## src/rtl/mem_march_ctrl.sv

```systemverilog
`default_nettype none
// ============================================================================
// Module   : mem_march_ctrl
// Purpose  : March C- memory test sequencer. It runs one pass over a
//            single-port memory with combinational read data, and it records
//            the first failing address and element plus a saturating
//            miscompare count.
// Revision : 1.0 - initial release
// ============================================================================
module mem_march_ctrl #(
  parameter int ADDR_W = 5,
  parameter int DATA_W = 8
) (
  input  logic              clk,
  input  logic              rst_n,
  input  logic              start,
  output logic              mem_we,
  output logic [ADDR_W-1:0] mem_addr,
  output logic [DATA_W-1:0] mem_wdata,
  input  logic [DATA_W-1:0] mem_rdata,
  output logic              busy,
  output logic              done,
  output logic              fail,
  output logic [ADDR_W-1:0] fail_addr,
  output logic [2:0]        fail_elem,
  output logic [7:0]        err_count
);

  localparam logic [1:0]        C_ST_IDLE   = 2'd0;
  localparam logic [1:0]        C_ST_RUN    = 2'd1;
  localparam logic [1:0]        C_ST_DONE   = 2'd2;
  localparam logic [2:0]        C_ELEM_LAST = 3'd5;
  localparam logic [ADDR_W-1:0] C_ADDR_MAX  = {ADDR_W{1'b1}};
  localparam logic [ADDR_W-1:0] C_ADDR_ZERO = {ADDR_W{1'b0}};
  localparam logic [ADDR_W-1:0] C_ADDR_ONE  = {{(ADDR_W-1){1'b0}}, 1'b1};
  localparam logic [DATA_W-1:0] C_ONES      = {DATA_W{1'b1}};
  localparam logic [DATA_W-1:0] C_ZEROS     = {DATA_W{1'b0}};

  logic [1:0]        state_q, state_d;
  logic [2:0]        elem_q, elem_d;
  logic [ADDR_W-1:0] addr_q, addr_d;
  logic              phase_q, phase_d;   // 0 = read slot, 1 = write slot
  logic              fail_q, fail_d;
  logic [ADDR_W-1:0] fail_addr_q, fail_addr_d;
  logic [2:0]        fail_elem_q, fail_elem_d;
  logic [7:0]        err_count_q, err_count_d;

  // Decode of the current element: direction, which ops it has, and its data patterns.
  logic              w_run, w_up, w_has_read, w_has_write, w_two_op;
  logic              w_is_read, w_is_write, w_op_last, w_addr_last;
  logic              w_accept, w_miscmp;
  logic [DATA_W-1:0] w_rd_pat, w_wr_pat;

  assign w_run       = (state_q == C_ST_RUN);
  assign w_up        = (elem_q <= 3'd2);
  assign w_has_read  = (elem_q != 3'd0);
  assign w_has_write = (elem_q != C_ELEM_LAST);
  assign w_two_op    = w_has_read && w_has_write;
  assign w_is_read   = w_run && w_has_read && !phase_q;
  assign w_is_write  = w_run && w_has_write && (!w_has_read || phase_q);
  assign w_op_last   = !w_two_op || phase_q;
  assign w_addr_last = w_up ? (addr_q == C_ADDR_MAX) : (addr_q == C_ADDR_ZERO);
  assign w_rd_pat    = ((elem_q == 3'd2) || (elem_q == 3'd4)) ? C_ONES : C_ZEROS;
  assign w_wr_pat    = ((elem_q == 3'd1) || (elem_q == 3'd3)) ? C_ONES : C_ZEROS;
  assign w_accept    = ((state_q == C_ST_IDLE) || (state_q == C_ST_DONE)) && start;

  // State and datapath registers; reset parks everything in IDLE with zeroed results.
  always_ff @(posedge clk or negedge rst_n) begin
    if (!rst_n) begin
      state_q     <= C_ST_IDLE;
      elem_q      <= 3'd0;
      addr_q      <= C_ADDR_ZERO;
      phase_q     <= 1'b0;
      fail_q      <= 1'b0;
      fail_addr_q <= C_ADDR_ZERO;
      fail_elem_q <= 3'd0;
      err_count_q <= 8'd0;
    end else begin
      state_q     <= state_d;
      elem_q      <= elem_d;
      addr_q      <= addr_d;
      phase_q     <= phase_d;
      fail_q      <= fail_d;
      fail_addr_q <= fail_addr_d;
      fail_elem_q <= fail_elem_d;
      err_count_q <= err_count_d;
    end
  end

  // Next-state sequencing: read slot, then write slot, then advance address; element ends at the address boundary.
  always_comb begin
    state_d = state_q;
    elem_d  = elem_q;
    addr_d  = addr_q;
    phase_d = phase_q;
    case (state_q)
      C_ST_IDLE, C_ST_DONE: begin
        if (start) begin
          state_d = C_ST_RUN;
          elem_d  = 3'd0;
          addr_d  = C_ADDR_ZERO;
          phase_d = 1'b0;
        end
      end
      C_ST_RUN: begin
        if (!w_op_last) begin
          phase_d = 1'b1;
        end else begin
          phase_d = 1'b0;
          if (w_addr_last) begin
            if (elem_q == C_ELEM_LAST) begin
              state_d = C_ST_DONE;
              elem_d  = 3'd0;
              addr_d  = C_ADDR_ZERO;
            end else begin
              elem_d = elem_q + 3'd1;
              // Elements 0..2 ascend and 3..5 descend, so the seed depends on the element being entered.
              addr_d = (elem_q < 3'd2) ? C_ADDR_ZERO : C_ADDR_MAX;
            end
          end else begin
            addr_d = w_up ? (addr_q + C_ADDR_ONE) : (addr_q - C_ADDR_ONE);
          end
        end
      end
      default: begin
        state_d = C_ST_IDLE;
        elem_d  = 3'd0;
        addr_d  = C_ADDR_ZERO;
        phase_d = 1'b0;
      end
    endcase
  end

  // Result tracking: clear on an accepted start, otherwise log miscompares and keep only the first location.
  always_comb begin
    fail_d      = fail_q;
    fail_addr_d = fail_addr_q;
    fail_elem_d = fail_elem_q;
    err_count_d = err_count_q;
    if (w_accept) begin
      fail_d      = 1'b0;
      fail_addr_d = C_ADDR_ZERO;
      fail_elem_d = 3'd0;
      err_count_d = 8'd0;
    end else if (w_miscmp) begin
      if (err_count_q != 8'hFF) begin
        err_count_d = err_count_q + 8'd1;
      end
      if (!fail_q) begin
        fail_d      = 1'b1;
        fail_addr_d = addr_q;
        fail_elem_d = elem_q;
      end
    end
  end

  // Output decode: memory bus idles at zero outside RUN, and read data is checked in the read slot.
  always_comb begin
    mem_we    = w_is_write;
    mem_addr  = w_run ? addr_q : C_ADDR_ZERO;
    mem_wdata = w_is_write ? w_wr_pat : C_ZEROS;
    busy      = w_run;
    done      = (state_q == C_ST_DONE);
    w_miscmp  = w_is_read && (mem_rdata != w_rd_pat);
  end

  assign fail      = fail_q;
  assign fail_addr = fail_addr_q;
  assign fail_elem = fail_elem_q;
  assign err_count = err_count_q;

endmodule
`default_nettype wire

```

## config.mk

```make
export PLATFORM = sky130hd
export DESIGN_NAME = mem_march_ctrl
export DESIGN_NICKNAME = d
export VERILOG_FILES = /design/src/rtl/mem_march_ctrl.sv
export SDC_FILE = /design/constraint.sdc
export NUM_CORES = 1
export LEC_CHECK = 0
export ABC_AREA = 1
export BUFFER_PORTS_ARGS = -buffer_cell sky130_fd_sc_hd__buf_2
export CAP_MARGIN = 20
export CORE_MARGIN = 5
export CORE_UTILIZATION = 45
export DETAILED_ROUTE_END_ITERATION = 8
export PLACE_DENSITY_LB_ADDON = 0.15
export SLEW_MARGIN = 20
export SYNTH_ARGS = -nofsm -noshare
export SYNTH_HDL_FRONTEND = slang
export SYNTH_SLANG_ARGS = --single-unit
```

## constraint.sdc

```tcl
create_clock -name clk -period 3.6 [get_ports clk]
set_clock_uncertainty 0.05 [all_clocks]
set_input_delay 0.18 -clock clk [delete_from_list [all_inputs] [get_ports clk]]
set_output_delay 0.18 -clock clk [all_outputs]
set_load 0.05 [all_outputs]
```

==> results.txt <==
Num CTS Buffers: 3
First-pass GRT wire length: 7.355 mm
Io pins: 44
Syn_area_per_cell: 7.014 µm²
Routed WL: 4.285 mm
Root Driver: clkbuf_8
Total track usage: 0.1676
First drt pass iteration count: 4
Min Hold Slack: 0.1875 ns
Post-Synth XOR/XNOR Area: 0.009284
WL per Instance: 12.00 µm
Synthesized netlist net count: 283
Sw Pwr: 305.7 µW
Critical-path cell list: inv_2 -> nor2_2 -> nand2_1 -> nand2_2 -> nor2_1 -> a21boi_1 -> buf_2
Post-synthesis compound-gate area fraction: 0.08422
Initial antenna violation count: 0
Placeable Area: 4029 µm²
Final core occ: 0.5410
Most frequent cells in the layout: 94 x nand2_1, 43 x buf_2, 30 x nand3_1, 28 x dfrtp_1, 27 x inv_1
WL met3: 218 µm
Hpwl dp: 3.288 mm
Cell Count, Final, Fillers Out: 357
Top delay family on crit path: buffers and inverters
Maximum vdd drop: 0.0002303 V
Clock buffer depth: 2
Fillers: 431
Area of the multi-input gates: 989.7 µm²
Port Buffer Count: 43
Seq pwr share: 0.441
Hold Path Class: in2reg
CTS Hold Bufs: 1
Internal power: 550.7 µW
Final ANT Viol Nets: 0
Placed cell count: 352
Antenna diodes: 0
Largest family of logic cells by synthesized area: simple AND/OR/NAND/NOR gates
Cell row count: 23
Critical Path Max Stage Delay: 0.48 ns
Vias per Instance: 4.882
EDFF count, synth: 0
Die H: 74.75 µm
Gate Count Post-Synth: 269
Slowest-stage cell, CP: dfrtp_1
Fraction of layout cells with a size suffix above 1: 0.2508
Metal2 WL: 2.043 mm
Crit end category: output pin
Syn-to-layout area delta: 15.52%
Clock latency on the worst-skew pair: 0.28 ns
Post-synth ARST share: 1.000
Worst slew pin tran: 0.6249 ns
Outcome: complete, no violations
Power per cell area: 392.9 nW/µm²
Synth Area in Simple Gates: 0.4111
Final min period: 2.248 ns
Starting Density: 0.4683
Gates resized, CTS repair: 0
Primary FF master, synth: dfrtp_1
Placed Area: 2098 µm²
Clock sinks: 28
Synth warn: 0
RSZ-0062 raised after global routing: false
Setup bufs post-CTS: 0
Synth cell types: 31
Clock share of power: 0.291
CTS tree: built
Routability Congestion: 0.8195
Final Max Tran Viols: 0
Initial DRC count: 103
Hold Violations, Final: 0
Die X: 74.75 µm
Combinational Power Share: 0.267
Startpoint types: flip-flop
H-tree lvl count: 1
NumNets Final: 322
Flop and latch count out of synthesis: 28
Register area share after synthesis: 0.3714
Setup TNS Final: 0 ns
DR top layer: met4
Largest net degree at the start of global routing: 29
Post-synthesis mux area share: 0
Pleak: 1.270 nW
Clock slew at reported path FFs: 0.10 ns
Adder-cell share of the synthesized area: 0.01989
WP buf/inv: 2
Final period util: 0.6245
Cell Area, Synth: 1887 µm²
Worst Path Arrival: 2.02 ns
Relative slew slack: 0.5834
Grt ovf: 0
Max_cap viols: 0
Post-route cell area: 2180 µm²
Net Sw Frac: 0.3569
Final setup vio count: 0
Crit path max fanout: 8
DIE AREA: 5588 µm²
Critical Path RT: 3.37 ns
Vias in the first global route: 1560
Register area: 700.7 µm²
DRC Markers: 0
Maximum clock frequency: 0.4448 GHz
Crit path kind: reg2out
WL met1: 2.003 mm
Commonest non-fill, non-tap cell in the layout: nand2_1
Vias: 1743
area by class of cell:
cell class                      count  share of cell area
Clock buffer                        3             0.01894
Clock inverter                      1             0.01378
Inverter                           34             0.05970
Multi-Input combinational cell    197              0.4541
Sequential cell                    28              0.3215
Tap cell                           50             0.02870
Timing Repair Buffer               44              0.1033
power groups by stage:
stage          Combinational [mW]  Clock (mW)  Sequential [mW]
2_1_floorplan              0.0688           0            0.483
3_3_place_gp                0.228           0            0.384
3_5_place_dp                0.230           0            0.384
4_1_cts                     0.232       0.254            0.378
5_1_grt                     0.256       0.266            0.385
6_report                    0.229       0.249            0.378
sequential cells by signal (all words and copies together) (netlist names):
register,cells
err_count,8
addr_q,5
fail_addr,5
elem_q,3
fail_elem,3
state_q,2
fail,1
phase_q,1
metal layers:
| layer | up-vias | track usage |
|---|---|---|
| met5 | - | 0 |
| met4 | 0 | 0.02372 |
| met3 | 5 | 0.03338 |
| met2 | 39 | 0.2712 |
| met1 | 780 | 0.2389 |
| li1 | 919 | - |
synth_stat cells (2+ instances only):
| cell | number | area share |
|---|---|---|
| buf_2 | 2 | 0.0053 |
| nand2_1 | 94 | 0.19 |
| nand3_4 | 2 | 0.019 |
| o21ai_1 | 5 | 0.013 |
| nor2_1 | 20 | 0.040 |
| or2_2 | 5 | 0.017 |
| a21oi_2 | 3 | 0.014 |
| nor2_2 | 2 | 0.0066 |
| buf_4 | 7 | 0.028 |
| ha_1 | 3 | 0.020 |
| nand2_2 | 5 | 0.017 |
| a21oi_4 | 2 | 0.017 |
| o21ai_0 | 7 | 0.019 |
| nor3_1 | 2 | 0.0053 |
| inv_1 | 27 | 0.054 |
| nand3_1 | 30 | 0.080 |
| dfrtp_1 | 28 | 0.37 |
| inv_2 | 6 | 0.012 |
| a21oi_1 | 5 | 0.013 |
| nand4_1 | 3 | 0.0099 |
worst reg2reg max path, cell delays in order, from the launching register on:
cell     delay (ns)
dfrtp_1        0.53
nand2_1        0.16
nand2_1        0.17
nand2_1        0.09
nand2_1        0.07
inv_1          0.04
ha_1           0.16
inv_1          0.05
nand2_1        0.07
nand3_1        0.11
nand2_1        0.06
nand2_1        0.06
nand3_1        0.06
nand2_1        0.07
nand2_1        0.05
cell families after synthesis:
group                    count (synthesis)
AND/OR/NAND/NOR                        168
buffers and inverters                   44
flip-flops                              28
AO/OA/AOI/OAI                           24
adder cells (fa/ha/maj)                  3
XOR/XNOR                                 2
stage by stage:
stage	worst slack (ns)	total power [mW]
2_1_floorplan	0.2237	0.5520
4_1_cts	1.328	0.8638
3_5_place_dp	1.654	0.6140
3_3_place_gp	1.746	0.6117
6_report	1.352	0.8564
5_1_grt	1.128	0.9074
path summary, 6_finish.rpt:
path                                    from            to  slack [ns]  cells past startpoint
worst max-delay path               elem_q[0]  mem_wdata[4]        1.35                      7
worst min-delay path                   start       phase_q        0.19                      4
worst max register to register     elem_q[1]     addr_q[4]        1.71                     14
worst min register to register  fail_addr[0]  fail_addr[0]        0.46                      2
max in group asynchronous              rst_n     addr_q[0]        2.69                      2
min in group asynchronous              rst_n       phase_q        0.40                      2
No activity file was read; power rests on OpenSTA's default activity.
